==> src/rtl/elementwise_writeback_if.sv <==
// Bus bundle for elementwise_writeback: the row stream from the elementwise array
// and the write port into the activation SRAM. "slave" is the writeback block's view.
interface elementwise_writeback_if #(
  parameter int num = 4,
  parameter int AW  = 16
);
  logic                in_valid;
  logic                in_ready;
  logic [num*32-1:0]   in_data;
  logic                mem_we;
  logic [AW-1:0]       mem_addr;
  logic [num*8-1:0]    mem_wdata;
  logic                mem_ready;

  modport master (
    output in_valid, in_data, mem_ready,
    input  in_ready, mem_we, mem_addr, mem_wdata
  );

  modport slave (
    input  in_valid, in_data, mem_ready,
    output in_ready, mem_we, mem_addr, mem_wdata
  );
endinterface

==> src/rtl/elementwise_writeback.sv <==
// Requantizes rows of signed 32-bit lanes to packed int8, buffers them in a small FIFO
// and writes them to consecutive SRAM addresses, pulsing o_done after the programmed row count.
module elementwise_writeback #(
  parameter int num   = 4,
  parameter int DEPTH = 4,
  parameter int AW    = 16
) (
  input  logic                clk,
  input  logic                reset,
  input  logic                i_start,
  input  logic [AW-1:0]       i_base_addr,
  input  logic [15:0]         i_row_count,
  input  logic [4:0]          i_shift,
  output logic                o_busy,
  output logic                o_done,
  elementwise_writeback_if.slave bus
);

  localparam int PW = $clog2(DEPTH);
  localparam int CW = PW + 1;

  localparam logic [1:0] S_IDLE = 2'd0;
  localparam logic [1:0] S_RUN  = 2'd1;
  localparam logic [1:0] S_DONE = 2'd2;

  logic [1:0]         r_state;
  logic [4:0]         r_shift;
  logic [15:0]        r_row_count;
  logic [15:0]        r_accepted;
  logic [15:0]        r_written;
  logic [AW-1:0]      r_addr;

  logic               r_s1_valid;
  logic [num*8-1:0]   r_s1_data;

  logic [num*8-1:0]   r_fifo_mem [DEPTH];
  logic [PW-1:0]      r_wr_ptr;
  logic [PW-1:0]      r_rd_ptr;
  logic [CW-1:0]      r_fifo_count;
  logic [num*8-1:0]   r_wdata_hold;

  logic               w_run;
  logic               w_accept;
  logic               w_push;
  logic               w_pop;
  logic               w_fifo_empty;
  logic               w_last_write;
  logic [num*8-1:0]   w_head;
  logic [num*8-1:0]   w_requant;

  // Round half toward +inf, then saturate; 33 bits keep x plus the rounding bias exact.
  function automatic logic [7:0] requant(input logic [31:0] x, input logic [4:0] sh);
    logic signed [32:0] rnd;
    logic signed [32:0] t;
    logic signed [32:0] r;
    rnd = (sh == 5'd0) ? 33'sd0 : (33'sd1 <<< (sh - 5'd1));
    t   = $signed({x[31], x}) + rnd;
    r   = t >>> sh;
    if (r > 33'sd127)       return 8'h7F;
    else if (r < -33'sd128) return 8'h80;
    else                    return r[7:0];
  endfunction

  assign w_run        = (r_state == S_RUN);
  assign w_fifo_empty = (r_fifo_count == '0);
  assign w_head       = r_fifo_mem[r_rd_ptr];
  assign w_push       = r_s1_valid;
  assign w_pop        = bus.mem_we & bus.mem_ready;
  assign w_accept     = bus.in_valid & bus.in_ready;
  assign w_last_write = (r_written == (r_row_count - 16'd1));

  // The row sitting in the requant stage reserves a FIFO slot so nothing in flight is dropped.
  assign bus.in_ready = w_run && (r_accepted < r_row_count) &&
                        (({1'b0, r_fifo_count} + (CW+1)'(r_s1_valid)) < (CW+1)'(DEPTH));

  assign bus.mem_we    = w_run & ~w_fifo_empty;
  assign bus.mem_addr  = r_addr;
  assign bus.mem_wdata = bus.mem_we ? w_head : r_wdata_hold;

  assign o_busy = w_run;
  assign o_done = (r_state == S_DONE);

  always_comb begin
    // NOTE: default assignment first so every path writes the signal and no latch is inferred.
    w_requant = '0;
    for (int i = 0; i < num; i++) begin
      w_requant[i*8 +: 8] = requant(bus.in_data[i*32 +: 32], r_shift);
    end
  end

  // NOTE: sequential state uses non-blocking assignments so all flops update together.
  always_ff @(posedge clk or negedge reset) begin
    if (!reset) begin
      r_state     <= S_IDLE;
      r_shift     <= '0;
      r_row_count <= '0;
      r_accepted  <= '0;
      r_written   <= '0;
      r_addr      <= '0;
    end else begin
      case (r_state)
        S_IDLE: begin
          if (i_start) begin
            if (i_row_count == 16'd0) begin
              r_state <= S_DONE;
            end else begin
              r_state     <= S_RUN;
              r_addr      <= i_base_addr;
              r_shift     <= i_shift;
              r_row_count <= i_row_count;
              r_accepted  <= '0;
              r_written   <= '0;
            end
          end
        end
        S_RUN: begin
          if (w_accept) r_accepted <= r_accepted + 16'd1;
          if (w_pop) begin
            r_written <= r_written + 16'd1;
            r_addr    <= r_addr + 1'b1;
            if (w_last_write) r_state <= S_DONE;
          end
        end
        S_DONE:  r_state <= S_IDLE;
        default: r_state <= S_IDLE;
      endcase
    end
  end

  always_ff @(posedge clk or negedge reset) begin
    if (!reset) begin
      r_s1_valid   <= 1'b0;
      r_s1_data    <= '0;
      r_wr_ptr     <= '0;
      r_rd_ptr     <= '0;
      r_fifo_count <= '0;
      r_wdata_hold <= '0;
    end else begin
      r_s1_valid <= w_accept;
      if (w_accept) r_s1_data <= w_requant;
      if (w_push) r_wr_ptr <= r_wr_ptr + 1'b1;
      if (w_pop) begin
        r_rd_ptr     <= r_rd_ptr + 1'b1;
        r_wdata_hold <= w_head;
      end
      case ({w_push, w_pop})
        2'b10:   r_fifo_count <= r_fifo_count + 1'b1;
        2'b01:   r_fifo_count <= r_fifo_count - 1'b1;
        default: r_fifo_count <= r_fifo_count;
      endcase
    end
  end

  // NOTE: storage array has no reset; pointers and the output mux keep stale entries invisible.
  always_ff @(posedge clk) begin
    if (w_push) r_fifo_mem[r_wr_ptr] <= r_s1_data;
  end

endmodule

==> src/flat_wrapper.sv <==
// flat-port wrapper written by rule: the top's interface ports become plain ports
module elementwise_writeback_flat 
#(
  parameter int num   = 4,
  parameter int DEPTH = 4,
  parameter int AW    = 16
)
  (clk, reset, i_start, i_base_addr, i_row_count, i_shift, o_busy, o_done, bus_in_valid, bus_in_data, bus_mem_ready, bus_in_ready, bus_mem_we, bus_mem_addr, bus_mem_wdata);
  elementwise_writeback_if #(.num(num), .AW(AW)) bus_i ();
  input  logic clk;
  input  logic reset;
  input  logic i_start;
  input  logic [AW-1:0] i_base_addr;
  input  logic [15:0] i_row_count;
  input  logic [4:0] i_shift;
  output logic o_busy;
  output logic o_done;
  input wire logic [$bits(bus_i.in_valid)-1:0] bus_in_valid;
  input wire logic [$bits(bus_i.in_data)-1:0] bus_in_data;
  input wire logic [$bits(bus_i.mem_ready)-1:0] bus_mem_ready;
  output wire logic [$bits(bus_i.in_ready)-1:0] bus_in_ready;
  output wire logic [$bits(bus_i.mem_we)-1:0] bus_mem_we;
  output wire logic [$bits(bus_i.mem_addr)-1:0] bus_mem_addr;
  output wire logic [$bits(bus_i.mem_wdata)-1:0] bus_mem_wdata;
  assign bus_i.in_valid = bus_in_valid;
  assign bus_i.in_data = bus_in_data;
  assign bus_i.mem_ready = bus_mem_ready;
  assign bus_in_ready = bus_i.in_ready;
  assign bus_mem_we = bus_i.mem_we;
  assign bus_mem_addr = bus_i.mem_addr;
  assign bus_mem_wdata = bus_i.mem_wdata;
  elementwise_writeback #(.num(num), .DEPTH(DEPTH), .AW(AW)) u_core (.clk(clk), .reset(reset), .i_start(i_start), .i_base_addr(i_base_addr), .i_row_count(i_row_count), .i_shift(i_shift), .o_busy(o_busy), .o_done(o_done), .bus(bus_i));
endmodule
==> config.mk <==
export PLATFORM = sky130hd
export DESIGN_NAME = elementwise_writeback_flat
export DESIGN_NICKNAME = d
export VERILOG_FILES = /design/src/rtl/elementwise_writeback_if.sv /design/src/rtl/elementwise_writeback.sv /design/src/flat_wrapper.sv
export SDC_FILE = /design/constraint.sdc
export NUM_CORES = 1
export LEC_CHECK = 0
export ABC_AREA = 0
export ABC_CLOCK_PERIOD_IN_PS = 6600
export CORE_MARGIN = 2
export CORE_UTILIZATION = 35
export DETAILED_ROUTE_END_ITERATION = 8
export PLACE_DENSITY_LB_ADDON = 0.08
export SYNTH_ARGS = -nofsm -noshare
export SYNTH_HDL_FRONTEND = slang
export SYNTH_SLANG_ARGS = --single-unit
==> constraint.sdc <==
create_clock -name clk -period 6.6 [get_ports clk]
set_input_delay 0.66 -clock clk [delete_from_list [all_inputs] [get_ports clk]]
set_output_delay 0.66 -clock clk [all_outputs]
set_load 0.01 [all_outputs]
==> results.md <==
* Status: finished clean
* Final Cycle Share at 97.4%
* Area occupied by multi-input gates at 0.0246 sq mm
* FF-to-FF Start: u_core.r_shift[3]
* VDD IR-drop max at 0.000259 V
* Root Driver: clkbuf_16
* GRT Residual Overflow at 0
* Drt drc at 0
* Synth warn at 0
* P_leak at 16.4 nW
* Critical path capture point type: flop
* Sequential fraction of the synthesis area at 22.1%
* Syn Inst Count at 4299
* Number of global-route vias before repair at 36700
* Critical Path RT at 7.04 ns
* Leading area contributor after synthesis: edfxtp_1
* CP endpoint: u_core.r_s1_data[22]
* Type of origin of the critical path: flop
* Worst r2r path cells at 24
* Critical path buffers and inverters at 6
* Ports at 222
* Top-area cell type share of the netlist area at 11.4%
* Longest Clk Path Bufs at 3
* Slew Viols, Final at 0
* Slowest cell on crit path: dfrtp_4
* Avg Inst Size Synth at 7.82 sq um
* Crit path largest cell delay at 0.55 ns
* Clock skew at 0.0246 ns
* Ys flop type: dfrtp_1
* Antenna violations before repair at 3
* Initial Utilization at 35.4%
* Share of cells above drive strength 1 at 17.2%
* Synth cell types at 113
* Nets@finish at 4982
* FF+latch area at 0.00744 sq mm
* Setup_tns at 0 ns
* Power per cell area at 484 mW/mm^2
* Rel. slew slack at 23.1%
* Cell area after synthesis at 0.0336 sq mm
* Area contributors post-synth: edfxtp_1, dfrtp_1, nand2_1
* Slew @ Worst Pin at 1.15 ns
* Crit Path Class: flop to flop
* Vias per cell at 6.52
* DRT iter0 DRCs at 4590
* RSZ-0062 raised after global routing: no
* Synth cell count leaders: nand2_1, nor2_1, a21oi_1
* TritonCTS clock tree: built
* Most frequent CP cell: buf_4
* Inserted Clock Buffers at 28
* Detail Route Antenna Nets at 0
* Pwr Total at 0.0199 W
* Port Buf Inserts at 221
* R2R Path End: u_core.r_s1_data[22]
* Gr usage total at 37.2%
* Delay-heaviest family, CP: compound AO/OA/AOI/OAI gates
* HPWL Detailed at 151000 um
* Pin count of the biggest net entering global routing at 113
* Number of stages on the worst setup path at 24
* First-pass GRT wire length at 268000 um
* Critical Path AT at 6.87 ns
* CTS sink cnt at 271
* Area grow syn2layout at 22.3%
* Crit path cell chain: buf_4 > nand2b_1 > nor3_1 > buf_4 > ha_1 > buf_4 > nand2_1 > a211oi_1 > or2_2 > a32oi_1 > and2_1 > a21boi_2 > o21ai_0 > buf_4 > mux2i_1 > a2bb2oi_1 > buf_4 > o211ai_1 > o221ai_1 > buf_4 > nand2_1 > or4_1 > o31a_1 > o2bb2ai_1
* Pre-Repair DR Iteration Count at 8
* Share of async-settable or async-resettable flops after synthesis at 52.8%
* Core ar. at 0.0950 sq mm
* DR vias at 39100
* Routed len/inst at 31.7 um
* Final GP Congestion at 1.06
* FP Rows at 113
* Fill cells at 9900
* Clock network latency to the later pin of the worst-skew pair at 0.57 ns
* Die area at 0.0985 sq mm
* CP max FO at 33
* Count leader, synth: nand2_1
* Max-cap violations at 0
* Width of the die at 314 um
* Fin. Hold Viols at 0
* #FFs+latches synth at 271
* Fmax at 156 MHz
* Critical Path Start: u_core.r_shift[3]
* Reg2reg setup slack at 0.17 ns
* Clock-pin slew on the worst setup and hold paths at 0.07 ns
* Die H at 314 um
* Final setup vio count at 0
* H-tree depth at 1
* Hold Path Class: primary input to async pin
* Post-synth EDFFs at 128
* Detailed Route WL at 190000 um
* Fin crit period at 6.43 ns
cell usage in the layout, fill, tap and decap left out, types with 101 or more instances in the layout:
master / n
a211oi_1: 101
a21oi_1: 264
buf_4: 474
clkdlybuf4s50_1: 220
dfrtp_1: 137
edfxtp_1: 128
ha_1: 108
nand2_1: 457
nand3_1: 135
nor2_1: 368
nor3_1: 114
o21ai_0: 253
xnor2_1: 108
how the worst min path moves through the flow:
| stage | start | end | slack [ns] | cells past startpoint |
|---|---|---|---|---|
| after floorplan | reset | u_core.bus.mem_addr[0] | 0.36 | 0 |
| after global placement | u_core.r_wdata_hold[19] | u_core.r_wdata_hold[19] | 0.45 | 2 |
| after detailed placement | u_core.r_wdata_hold[4] | u_core.r_wdata_hold[4] | 0.46 | 2 |
| after CTS | reset | u_core.r_shift[2] | 0.12 | 1 |
| after global routing | reset | u_core.r_wdata_hold[15] | 0.15 | 1 |
| final | reset | u_core.r_wdata_hold[14] | 0.12 | 1 |
through the flow:
stage               hold WS [ns]  util [%]  std cells  instance area [sq um]  worst slack (ns)
floorplan                  0.364         -       4302                  33600           0.00535
global placement           0.453      42.1       5937                  40000            -0.195
detailed placement         0.458      42.1       5937                  40000           -0.0274
CTS                        0.117      43.1       5989                  41000            0.0717
global route               0.147      43.2       5990                  41100           0.00461
finish                     0.120      43.2       5993                  41100             0.170
cells by family after synthesis:
| family | count (synthesis) | share of synthesized area, % |
|---|---|---|
| other | 1 | 0.0112 |
| AND/OR/NAND/NOR | 1555 | 22.7 |
| buffers and inverters | 441 | 5.18 |
| multiplexers | 231 | 9.35 |
| adder cells (fa/ha/maj) | 131 | 4.74 |
| AO/OA/AOI/OAI | 1487 | 31.1 |
| flip-flops | 271 | 22.1 |
| XOR/XNOR | 182 | 4.77 |
registers in the layout (all words and copies together) (netlist names), 3 cells and up:
signal               count
u_core.r_written        16
u_core.r_shift           5
u_core.r_accepted       16
u_core.r_s1_data        32
u_core.r_row_count      16
u_core.r_fifo_count      3
u_core.r_wdata_hold     32
u_core.bus.mem_addr     16
u_core.r_fifo_mem      128
where the power goes:
| part | internal, W | switching, W | total [W] |
|---|---|---|---|
| clock | 0.00103 | 0.000720 | 0.00175 |
| sequential | 0.00227 | 0.000403 | 0.00267 |
| combinational | 0.00561 | 0.00985 | 0.0155 |
worst register-to-register path, stage by stage, from the launching register on:
cell and delay [ns]:
dfrtp_4 0.55, buf_4 0.30, nand2b_1 0.26, nor3_1 0.34
buf_4 0.25, ha_1 0.30, buf_4 0.17, nand2_1 0.13
a211oi_1 0.10, or2_2 0.33, a32oi_1 0.29, and2_1 0.22
a21boi_2 0.12, o21ai_0 0.17, buf_4 0.21, mux2i_1 0.21
a2bb2oi_1 0.33, buf_4 0.23, o211ai_1 0.21, o221ai_1 0.35
buf_4 0.16, nand2_1 0.04, or4_1 0.50, o31a_1 0.40
o2bb2ai_1 0.15
routing by layer:
metal | vias to the layer above | global-route usage (%) | share of wire, %
met5 | - | 0 | 0.011
met4 | 4 | 25.3 | 8.1
li1 | 17400 | - | -
met3 | 508 | 5.25 | 8.1
met1 | 19000 | 49.1 | 41
met2 | 2183 | 56.3 | 43
cell type report:
class,instances,share of cell area (%)
Multi-Input combinational cell,3590,59.8
Sequential cell,271,18.1
Timing Repair Buffer,710,14.8
Tap cell,1265,3.85
Clock buffer,33,1.85
Inverter,102,0.950
Clock inverter,19,0.603
Antenna cell,3,0.0183
what timing repair did:
action                                  CTS  global route
endpoints found under the setup margin   14            28
hold buffers                              0             0
setup buffers                             0             1
gates resized for setup                   2            18
Note: power is estimated with default switching activity, not from simulation.
